## src/rtl/gcd_controller.sv

```systemverilog
// -----------------------------------------------------------------------------
// gcd_controller
//
// Control FSM for a 4-bit subtractive GCD FSMD. It sequences the datapath
// register loads and mux selects from the datapath's equality / less-than
// flags, reports progress through a start/busy/done handshake and counts the
// subtract steps of each run.
//
// Optional feature (compile-time macro GCD_TIMEOUT_EN):
//   defined   - watchdog: a run that reaches MAX_ITER subtract steps without
//               converging is aborted through the ERR state (done+err pulse).
//   undefined - no ERR state, err is tied low; a zero operand loops until
//               reset.
//
// Parameters:
//   ITER_W    width of the iteration counter (default 5)
//   MAX_ITER  watchdog limit, used only with GCD_TIMEOUT_EN (default 16);
//             must be < 2**ITER_W
//
// Ports:
//   CLK      in   system clock, rising edge
//   RESET    in   asynchronous active-low reset
//   start    in   run request, sampled only in IDLE
//   x_neq_y  in   datapath flag: x != y
//   x_lt_y   in   datapath flag: x < y
//   x_sel    out  x mux select (0: x_i, 1: x - y)
//   x_ld     out  x register load enable
//   y_sel    out  y mux select (0: y_i, 1: y - x)
//   y_ld     out  y register load enable
//   d_ld     out  result register load enable (d <- x)
//   busy     out  high in every state except IDLE
//   done     out  one-cycle end-of-run pulse
//   err      out  one-cycle watchdog-abort pulse, coincident with done
//   iter_o   out  subtract-step count of the current or last run
// -----------------------------------------------------------------------------
module gcd_controller #(
    parameter int ITER_W   = 5,
    parameter int MAX_ITER = 16
) (
    input  logic              CLK,
    input  logic              RESET,
    input  logic              start,
    input  logic              x_neq_y,
    input  logic              x_lt_y,
    output logic              x_sel,
    output logic              x_ld,
    output logic              y_sel,
    output logic              y_ld,
    output logic              d_ld,
    output logic              busy,
    output logic              done,
    output logic              err,
    output logic [ITER_W-1:0] iter_o
);

    // Elaboration-time sanity check of the watchdog limit.
    if (MAX_ITER >= (1 << ITER_W)) begin : g_bad_max_iter
        $error("gcd_controller: MAX_ITER must be smaller than 2**ITER_W");
    end

    typedef enum logic [2:0] {
        S_IDLE  = 3'd0,
        S_LOAD  = 3'd1,
        S_CMP   = 3'd2,
        S_SUBX  = 3'd3,
        S_SUBY  = 3'd4,
        S_STORE = 3'd5,
        S_DONE  = 3'd6
`ifdef GCD_TIMEOUT_EN
        ,
        S_ERR   = 3'd7
`endif
    } state_t;

    state_t            state_q, state_d;
    logic [ITER_W-1:0] iter_q,  iter_d;

`ifdef GCD_TIMEOUT_EN
    localparam logic [ITER_W-1:0] MaxIterV = MAX_ITER[ITER_W-1:0];
`endif

    // -------------------------------------------------------------------------
    // State and iteration counter registers
    // -------------------------------------------------------------------------
    always_ff @(posedge CLK or negedge RESET) begin
        if (!RESET) begin
            state_q <= S_IDLE;
            iter_q  <= '0;
        end else begin
            state_q <= state_d;
            iter_q  <= iter_d;
        end
    end

    // -------------------------------------------------------------------------
    // Next-state logic
    // -------------------------------------------------------------------------
    always_comb begin
        state_d = state_q;
        unique case (state_q)
            S_IDLE:  if (start) state_d = S_LOAD;
            S_LOAD:  state_d = S_CMP;
            S_CMP: begin
                if (!x_neq_y) begin
                    state_d = S_STORE;
`ifdef GCD_TIMEOUT_EN
                end else if (iter_q == MaxIterV) begin
                    // Watchdog takes priority over another subtract step.
                    state_d = S_ERR;
`endif
                end else if (x_lt_y) begin
                    state_d = S_SUBY;
                end else begin
                    state_d = S_SUBX;
                end
            end
            S_SUBX:  state_d = S_CMP;
            S_SUBY:  state_d = S_CMP;
            S_STORE: state_d = S_DONE;
            S_DONE:  state_d = S_IDLE;
`ifdef GCD_TIMEOUT_EN
            S_ERR:   state_d = S_IDLE;
`endif
            default: state_d = S_IDLE;
        endcase
    end

    // -------------------------------------------------------------------------
    // Iteration counter: cleared by LOAD, +1 per subtract step, saturating.
    // The value therefore holds through DONE/IDLE until the next LOAD.
    // -------------------------------------------------------------------------
    always_comb begin
        iter_d = iter_q;
        if (state_q == S_LOAD) begin
            iter_d = '0;
        end else if ((state_q == S_SUBX) || (state_q == S_SUBY)) begin
            if (iter_q != '1) begin
                iter_d = iter_q + 1'b1;
            end
        end
    end

    // -------------------------------------------------------------------------
    // Moore output decode
    // -------------------------------------------------------------------------
    always_comb begin
        x_sel = 1'b0;
        x_ld  = 1'b0;
        y_sel = 1'b0;
        y_ld  = 1'b0;
        d_ld  = 1'b0;
        busy  = (state_q != S_IDLE);
        done  = 1'b0;
        err   = 1'b0;
        unique case (state_q)
            S_LOAD: begin
                x_ld = 1'b1;
                y_ld = 1'b1;
            end
            S_SUBX: begin
                x_sel = 1'b1;
                x_ld  = 1'b1;
            end
            S_SUBY: begin
                y_sel = 1'b1;
                y_ld  = 1'b1;
            end
            S_STORE: d_ld = 1'b1;
            S_DONE:  done = 1'b1;
`ifdef GCD_TIMEOUT_EN
            S_ERR: begin
                done = 1'b1;
                err  = 1'b1;
            end
`endif
            default: ;
        endcase
    end

    assign iter_o = iter_q;

    // -------------------------------------------------------------------------
    // Properties
    // -------------------------------------------------------------------------
    a_err_with_done : assert property (@(posedge CLK) disable iff (!RESET)
        err |-> done);
    a_no_store_on_done : assert property (@(posedge CLK) disable iff (!RESET)
        done |-> !d_ld);

endmodule

```

## config.mk

```make
export PLATFORM = sky130hd
export DESIGN_NAME = gcd_controller
export DESIGN_NICKNAME = d
export VERILOG_FILES = /design/src/rtl/gcd_controller.sv
export SDC_FILE = /design/constraint.sdc
export NUM_CORES = 1
export LEC_CHECK = 0
export CORE_AREA = 8 8 45 47
export CTS_CLUSTER_DIAMETER = 40
export DETAILED_ROUTE_END_ITERATION = 16
export DIE_AREA = 0 0 53 55
export PLACE_DENSITY_LB_ADDON = 0.08
export SLEW_MARGIN = 20
export SYNTH_ARGS = -nofsm -noshare
export SYNTH_HDL_FRONTEND = slang
export SYNTH_SLANG_ARGS = --single-unit
```

## constraint.sdc

```tcl
create_clock -name CLK -period 3.7 [get_ports CLK]
set_input_delay 0.74 -clock CLK [delete_from_list [all_inputs] [get_ports CLK]]
set_output_delay 0.74 -clock CLK [all_outputs]
set_load 0.1 [all_outputs]
```

==> results of run 1 <==
-- layout make-up --
| class | count | area, um2 | area share |
|---|---|---|---|
| clock buffer | 3 | 22.5 | 0.0298 |
| inverter | 3 | 11.3 | 0.0149 |
| tap | 16 | 20.0 | 0.0265 |
| multi-input combinational | 54 | 359 | 0.475 |
| sequential | 8 | 200 | 0.265 |
| timing repair buffer | 16 | 143 | 0.189 |
-- placed cells by master (no fill, tap or decap), types with 2 or more instances in the layout --
master                            count
sky130_fd_sc_hd__nand3_1              6
sky130_fd_sc_hd__a32o_1               2
sky130_fd_sc_hd__buf_4                7
sky130_fd_sc_hd__nor2_1               4
sky130_fd_sc_hd__a22oi_1              3
sky130_fd_sc_hd__clkbuf_4             3
sky130_fd_sc_hd__nand2b_1             3
sky130_fd_sc_hd__nor2b_1              4
sky130_fd_sc_hd__dfrtp_1              8
sky130_fd_sc_hd__clkdlybuf4s50_1      9
sky130_fd_sc_hd__inv_1                3
sky130_fd_sc_hd__nand2_1              8
sky130_fd_sc_hd__ha_1                 2
-- state kept, by name, summed over array words and instances (netlist names) --
| register | count |
|---|---|
| state_q | 3 |
| iter_o | 5 |
-- routing by layer --
metal  GRT usage  vias up  wire, um
met2       0.137       17       542
li1            -      277         -
met1       0.145      251       689
met3      0.0455        2       130
met5           0        -         0
met4      0.0388        0        12
-- how the worst max path moves through the flow --
stage	cells past startpoint	slack [ns]	to	from
floorplan	4	0.92	y_ld	state_q[0]
global placement	2	1.38	y_sel	state_q[2]
detailed placement	1	1.39	iter_o[0]	iter_o[0]
CTS	1	1.10	iter_o[0]	iter_o[0]
global route	2	1.01	y_sel	state_q[2]
finish	1	1.11	iter_o[0]	iter_o[0]
-- cell families (layout without fill, tap and decap cells) --
group / after synthesis / count (layout) / synth area share
xor gates and xnor gates: 1 / 1 / 0.0142
and+or+nand+nor: 33 / 33 / 0.303
DFF: 8 / 8 / 0.325
AOI/OAI and AO/OA: 17 / 17 / 0.220
other: 1 / 1 / 0.00609
adders and majority gates: 2 / 2 / 0.0406
buffers and inverters: 9 / 22 / 0.0915
-- metrics by stage --
stage | util | cells | cell area [um2] | hold slack, ns | setup slack [ns]
final | 0.546 | 100 | 756 | 0.594 | 1.11
after global routing | 0.546 | 100 | 756 | 0.637 | 1.01
after CTS | 0.546 | 100 | 756 | 0.598 | 1.10
after detailed placement | 0.530 | 97 | 733 | 0.587 | 1.39
after global placement | 0.530 | 97 | 733 | 0.562 | 1.38
after floorplan | - | 71 | 616 | 0.444 | 0.919
==> out/results.env, run 1 <==
POST_ROUTE_CELLS_DRIVE_ABOVE_1_SHARE=0.155
AREA_GROWTH_PCT=22.8
HOLD_PATH_END='iter_o[4]'
SYNTH.LIB_CELLS_USED.DISTINCT=35
LAYOUT_MIN_CYCLE_TIME_NS=2.59
HPWLAFTERDP_MM=1.02
YOSYS_WARNINGS=0
DIE-HEIGHT_UM=55
CLK-INSERTION-DELAY-LATE_NS=0.25
MIN-DELAY-PATH-CLASS='flip-flop to flip-flop'
CTS.SINKS=8
NUMBER_OF_GLOBAL_ROUTE_VIAS_BEFORE_REPAIR=507
DRT.ANTENNA.VIOLATING_NETS=0
LARGEST_NET_DEGREE_AT_THE_START_OF_GLOBAL_ROUTING=21
CTS_MAX_LEVEL=1
WORSTSETUPENDPOINTTYPE='output pin'
WORST_SETUP_HOLD_PATH_CLK_SLEW_NS=0.06
NUMCTSBUFFERS=3
WL_CELL_UM=13.8
PORT_BUFFERS=16
MAPPEDNETLISTNETS=78
WORST_EP_REQUIRED_TIME_NS=2.96
FILL_CELLS=150
REMAINING_DRC_ERRORS=0
CPPEAKSTAGEDELAY_NS=1.17
ROUTE.DETAILED.VIAS_PER_INST=5.47
VIAS=547
MAX-SLEW-MARGIN-REL=0.352
FP.DIEW_UM=53
NUM_ANTENNA_CELLS=0
GRT_FIRST_PASS_WIRELENGTH_MM=2.34
FINALWIRELENGTH_MM=1.38
CAP_VIOLATIONS=0
CORE_ROWS=14
NETLIST_AREA_UM2=616
YOSYS-TOP-CELLS-AREA='sky130_fd_sc_hd__dfrtp_1 (33%), sky130_fd_sc_hd__nand3_1 (4.9%), sky130_fd_sc_hd__nand2_1 (4.9%)'
CTS_REPAIR_RESIZE_COUNT=0
AREA_INSIDE_THE_CORE_BOUNDARY_MM2=0.00138
FINAL_MAX_SLEW_VIOL_COUNT=0
INITIAL_CORE_UTIL=0.445
NETLIST_INSTANCES=71
TRITONCTS_CLOCK_TREE='done'
UNREPAIRED_SETUP_ENDPOINTS_AFTER_GLOBAL_ROUTING='no'
DRT_ITER0_MARKERS=19
IO_PINS=18
INITIAL_ANTENNA_VIOLATION_COUNT=0
NUMBER_OF_BUFFERS_ADDED_FOR_SETUP_AFTER_CTS=0
PLACE.GP.CONGESTION=0.741
R2R_END='iter_o[3]'
SETUP_TOTAL_NEGATIVE_SLACK_NS=0
FF2FF_PATH_DEPTH=7
FINCLKSKEW_NS=0.00405
POSTSYNTH.ASYNCRESETSHARE=1.00
SYNTH-EDFF-COUNT=0
FINISH.NET_COUNT=93
CTS-ROOT-TO-SINK-BUFFERS=2
SYNTHESIS.AREA_PER_INSTANCE_UM2=8.67
CLOCK-ROOT-BUFFER='sky130_fd_sc_hd__clkbuf_4'
SETUP.REG_TO_REG.WORST_SLACK_NS=1.75
WORSTPATHARRIVAL_NS=1.85
SYNTH.TOP_CELL.AREA_SHARE=0.325
RR_STARTPOINT='iter_o[0]'
DR.PASS1.ITERS=4
TIMING.CRITICAL_PATH.BUF_INV=1
CRITPATHLAUNCHTYPE='flip-flop'
RUN_STATUS='finished, final reports clean'
WORST-PATH-MAX-FANOUT=6
DESIGN.DIE.AREA_MM2=0.00292
MAXCLOCKFREQUENCY_GHz=0.387
GLOBALROUTEOVERFLOWTOTAL=0
PERIOD_SHARE=0.699
CRITPATHTOPFAMILY='buffers and inverters'
YS_FF_LATCH=8
SLOWEST_STAGE='sky130_fd_sc_hd__clkdlybuf4s50_1'
SYNTH_AREA_LEADER_CELL='sky130_fd_sc_hd__dfrtp_1'
SETUP_VIOL=0
GRT_USE_TOTAL=0.104
YS_TOP_CELLS_BY_COUNT='sky130_fd_sc_hd__dfrtp_1 (8), sky130_fd_sc_hd__nand2_1 (8), sky130_fd_sc_hd__nand3_1 (6)'
TIMING.HOLD.WORST.START='iter_o[4]'
WORST-SLEW-PIN-TRANSITION_NS=0.969
FINAL_HOLD_VIOL_COUNT=0
CTS_HOLD_REPAIR.BUFFERS=0
POSTSYNTH.TOPFLOPCELL='sky130_fd_sc_hd__dfrtp_1'
SYNTH-SEQ-AREA-SHARE=0.325
WORSTHOLDPATHCELLS=2
WORST-SETUP-PATH-TYPE='flip-flop to output pin'
TIMING.CRITICAL_PATH.CELLS='clkdlybuf4s50_1'
Power of run 1 is not shown: default switching activity piles up to over one toggle a cycle in this logic, so the estimate is an artifact.
==> run 2, diff against run 1 <==
CORE_AREA = default   (was 8 8 45 47)
CORE_MARGIN = 8   (was default)
CORE_UTILIZATION = 40   (was default)
DIE_AREA = default   (was 0 0 53 55)
clock period = 2.3 ns   (was 3.7 ns; I/O delays follow)
==> run 2 against run 1 <==
Global-route usage is 0.14 points lower. Final cell count rose by 2.0%. Critical path type unchanged. Count of clock-buffer cells in the layout grew 1. Wire length grew 8.1%. Utilization is 3.6 points higher. Flip-flop and latch count did not move.
==> out/results.env, run 2 (synthesis results as in run 1) <==
RUN_STATUS='finished, final reports clean'
FINALWIRELENGTH_MM=1.49
NUMBER_OF_BUFFERS_ADDED_FOR_SETUP_AFTER_CTS=0
FINALCOREUTILIZATION=0.582
CORE_ROWS=14
IO_PINS=18
HOLD_WORST_SLACK_NS=0.487
FF2FF_PATH_DEPTH=7
WL_CELL_UM=14.6
DIE-HEIGHT_UM=55.2
WORST-PATH-MAX-FANOUT=15
PERIOD_SHARE=0.901
NUM_ANTENNA_CELLS=0
MAXCLOCKFREQUENCY_GHz=0.483
CTS_HOLD_REPAIR.BUFFERS=0
LAYOUT_COMMONEST_CELL='sky130_fd_sc_hd__nand2_1'
CTS_REPAIR_RESIZE_COUNT=0
DRT_ITER0_MARKERS=12
PLACE.DETAILED.INSTANCES=98
CTS-ROOT-TO-SINK-BUFFERS=2
TRITONCTS_CLOCK_TREE='done'
SETUP_VIOL=0
FINCLKSKEW_NS=0.00701
MAX-SLEW-MARGIN-REL=0.558
PORT_BUFFERS=16
FINAL_HOLD_VIOL_COUNT=0
INITIAL_ANTENNA_VIOLATION_COUNT=0
SETUP_TOTAL_NEGATIVE_SLACK_NS=0
UNREPAIRED_SETUP_ENDPOINTS_AFTER_GLOBAL_ROUTING='no'
DR.PASS1.ITERS=4
WORST-SLEW-PIN-TRANSITION_NS=0.663
GRT_USE_TOTAL=0.103
INITIAL_CORE_UTIL=0.418
REMAINING_DRC_ERRORS=0
HPWLAFTERDP_MM=1.13
NUMCTSBUFFERS=3
CLOCK-ROOT-BUFFER='sky130_fd_sc_hd__clkbuf_4'
CTS.SINKS=8
MOSTFREQUENTLAYOUTCELLS='sky130_fd_sc_hd__nand2_1 (8), sky130_fd_sc_hd__dfrtp_1 (7), sky130_fd_sc_hd__buf_12 (7)'
POST_ROUTE_CELLS_DRIVE_ABOVE_1_SHARE=0.267
GRT_FIRST_PASS_WIRELENGTH_MM=2.70
CRITPATHLAUNCHTYPE='flip-flop'
AREA_GROWTH_PCT=39.2
DESIGN.DIE.AREA_MM2=0.00305
FILL_CELLS=144
ROUTE.DETAILED.VIAS_PER_INST=5.66
WORST_EP_REQUIRED_TIME_NS=1.84
CTS_MAX_LEVEL=1
WORST-SETUP-PATH-TYPE='flip-flop to output pin'
CAP_VIOLATIONS=0
GLOBALROUTEOVERFLOWTOTAL=0
LARGEST_NET_DEGREE_AT_THE_START_OF_GLOBAL_ROUTING=21
CLK-INSERTION-DELAY-LATE_NS=0.26
WORSTSETUPENDPOINTTYPE='output pin'
VIAS=577
MIN-DELAY-PATH-CLASS='input port to asynchronous set/reset pin'
NUMBER_OF_GLOBAL_ROUTE_VIAS_BEFORE_REPAIR=604
PLACE.GP.CONGESTION=0.747
WORST_SETUP_HOLD_PATH_CLK_SLEW_NS=0.07
FIN_CELLS=102
AREA_INSIDE_THE_CORE_BOUNDARY_MM2=0.00147
WORSTPATHARRIVAL_NS=1.61
LARGEST_REGISTER_FFS=5
FINAL_MAX_SLEW_VIOL_COUNT=0
LAYOUT_MIN_CYCLE_TIME_NS=2.07
DRT.ANTENNA.VIOLATING_NETS=0
FP.DIEW_UM=55.2
FINISH.NET_COUNT=94
[run 2: final timing paths]
kind / from / to / slack, ns
worst max-delay path: state_q[1] / x_sel / 0.23
worst min-delay path: RESET / iter_o[4] / 0.49
worst max register to register: iter_o[0] / iter_o[3] / 0.40
worst min register to register: iter_o[0] / iter_o[0] / 0.60
max in group asynchronous: RESET / iter_o[0] / 1.51
min in group CLK: iter_o[0] / iter_o[0] / 0.60
[run 2: area by class of cell]
cell class              instances  area (um2)  area share
clock buffers                   4        26.3      0.0307
inverters                       3        11.3      0.0131
multi-input cells              54         373       0.435
flip-flops and latches          8         201       0.235
well taps                      16        20.0      0.0234
repair buffers                 17         225       0.263
[run 2: through the flow]
stage,worst slack (ns),cell area [um2]
floorplan,0.00430,631
global placement,0.484,831
detailed placement,0.420,831
CTS,0.202,857
global route,0.122,857
finish,0.228,857
[run 2: worst max-delay path, stage by stage (launching register included)]
cell	delay (ns)
sky130_fd_sc_hd__dfrtp_1	0.69
sky130_fd_sc_hd__nor2b_4	0.28
sky130_fd_sc_hd__and2_1	0.20
sky130_fd_sc_hd__buf_12	0.19
[run 2: per-layer routing]
layer	wire, um	part of all wire	GRT usage
met5	0	0	0
met4	13	0.0087	0.0423
met3	52	0.035	0.0320
met2	746	0.50	0.162
met1	676	0.45	0.126
Power of run 2 is left out for the same reason.
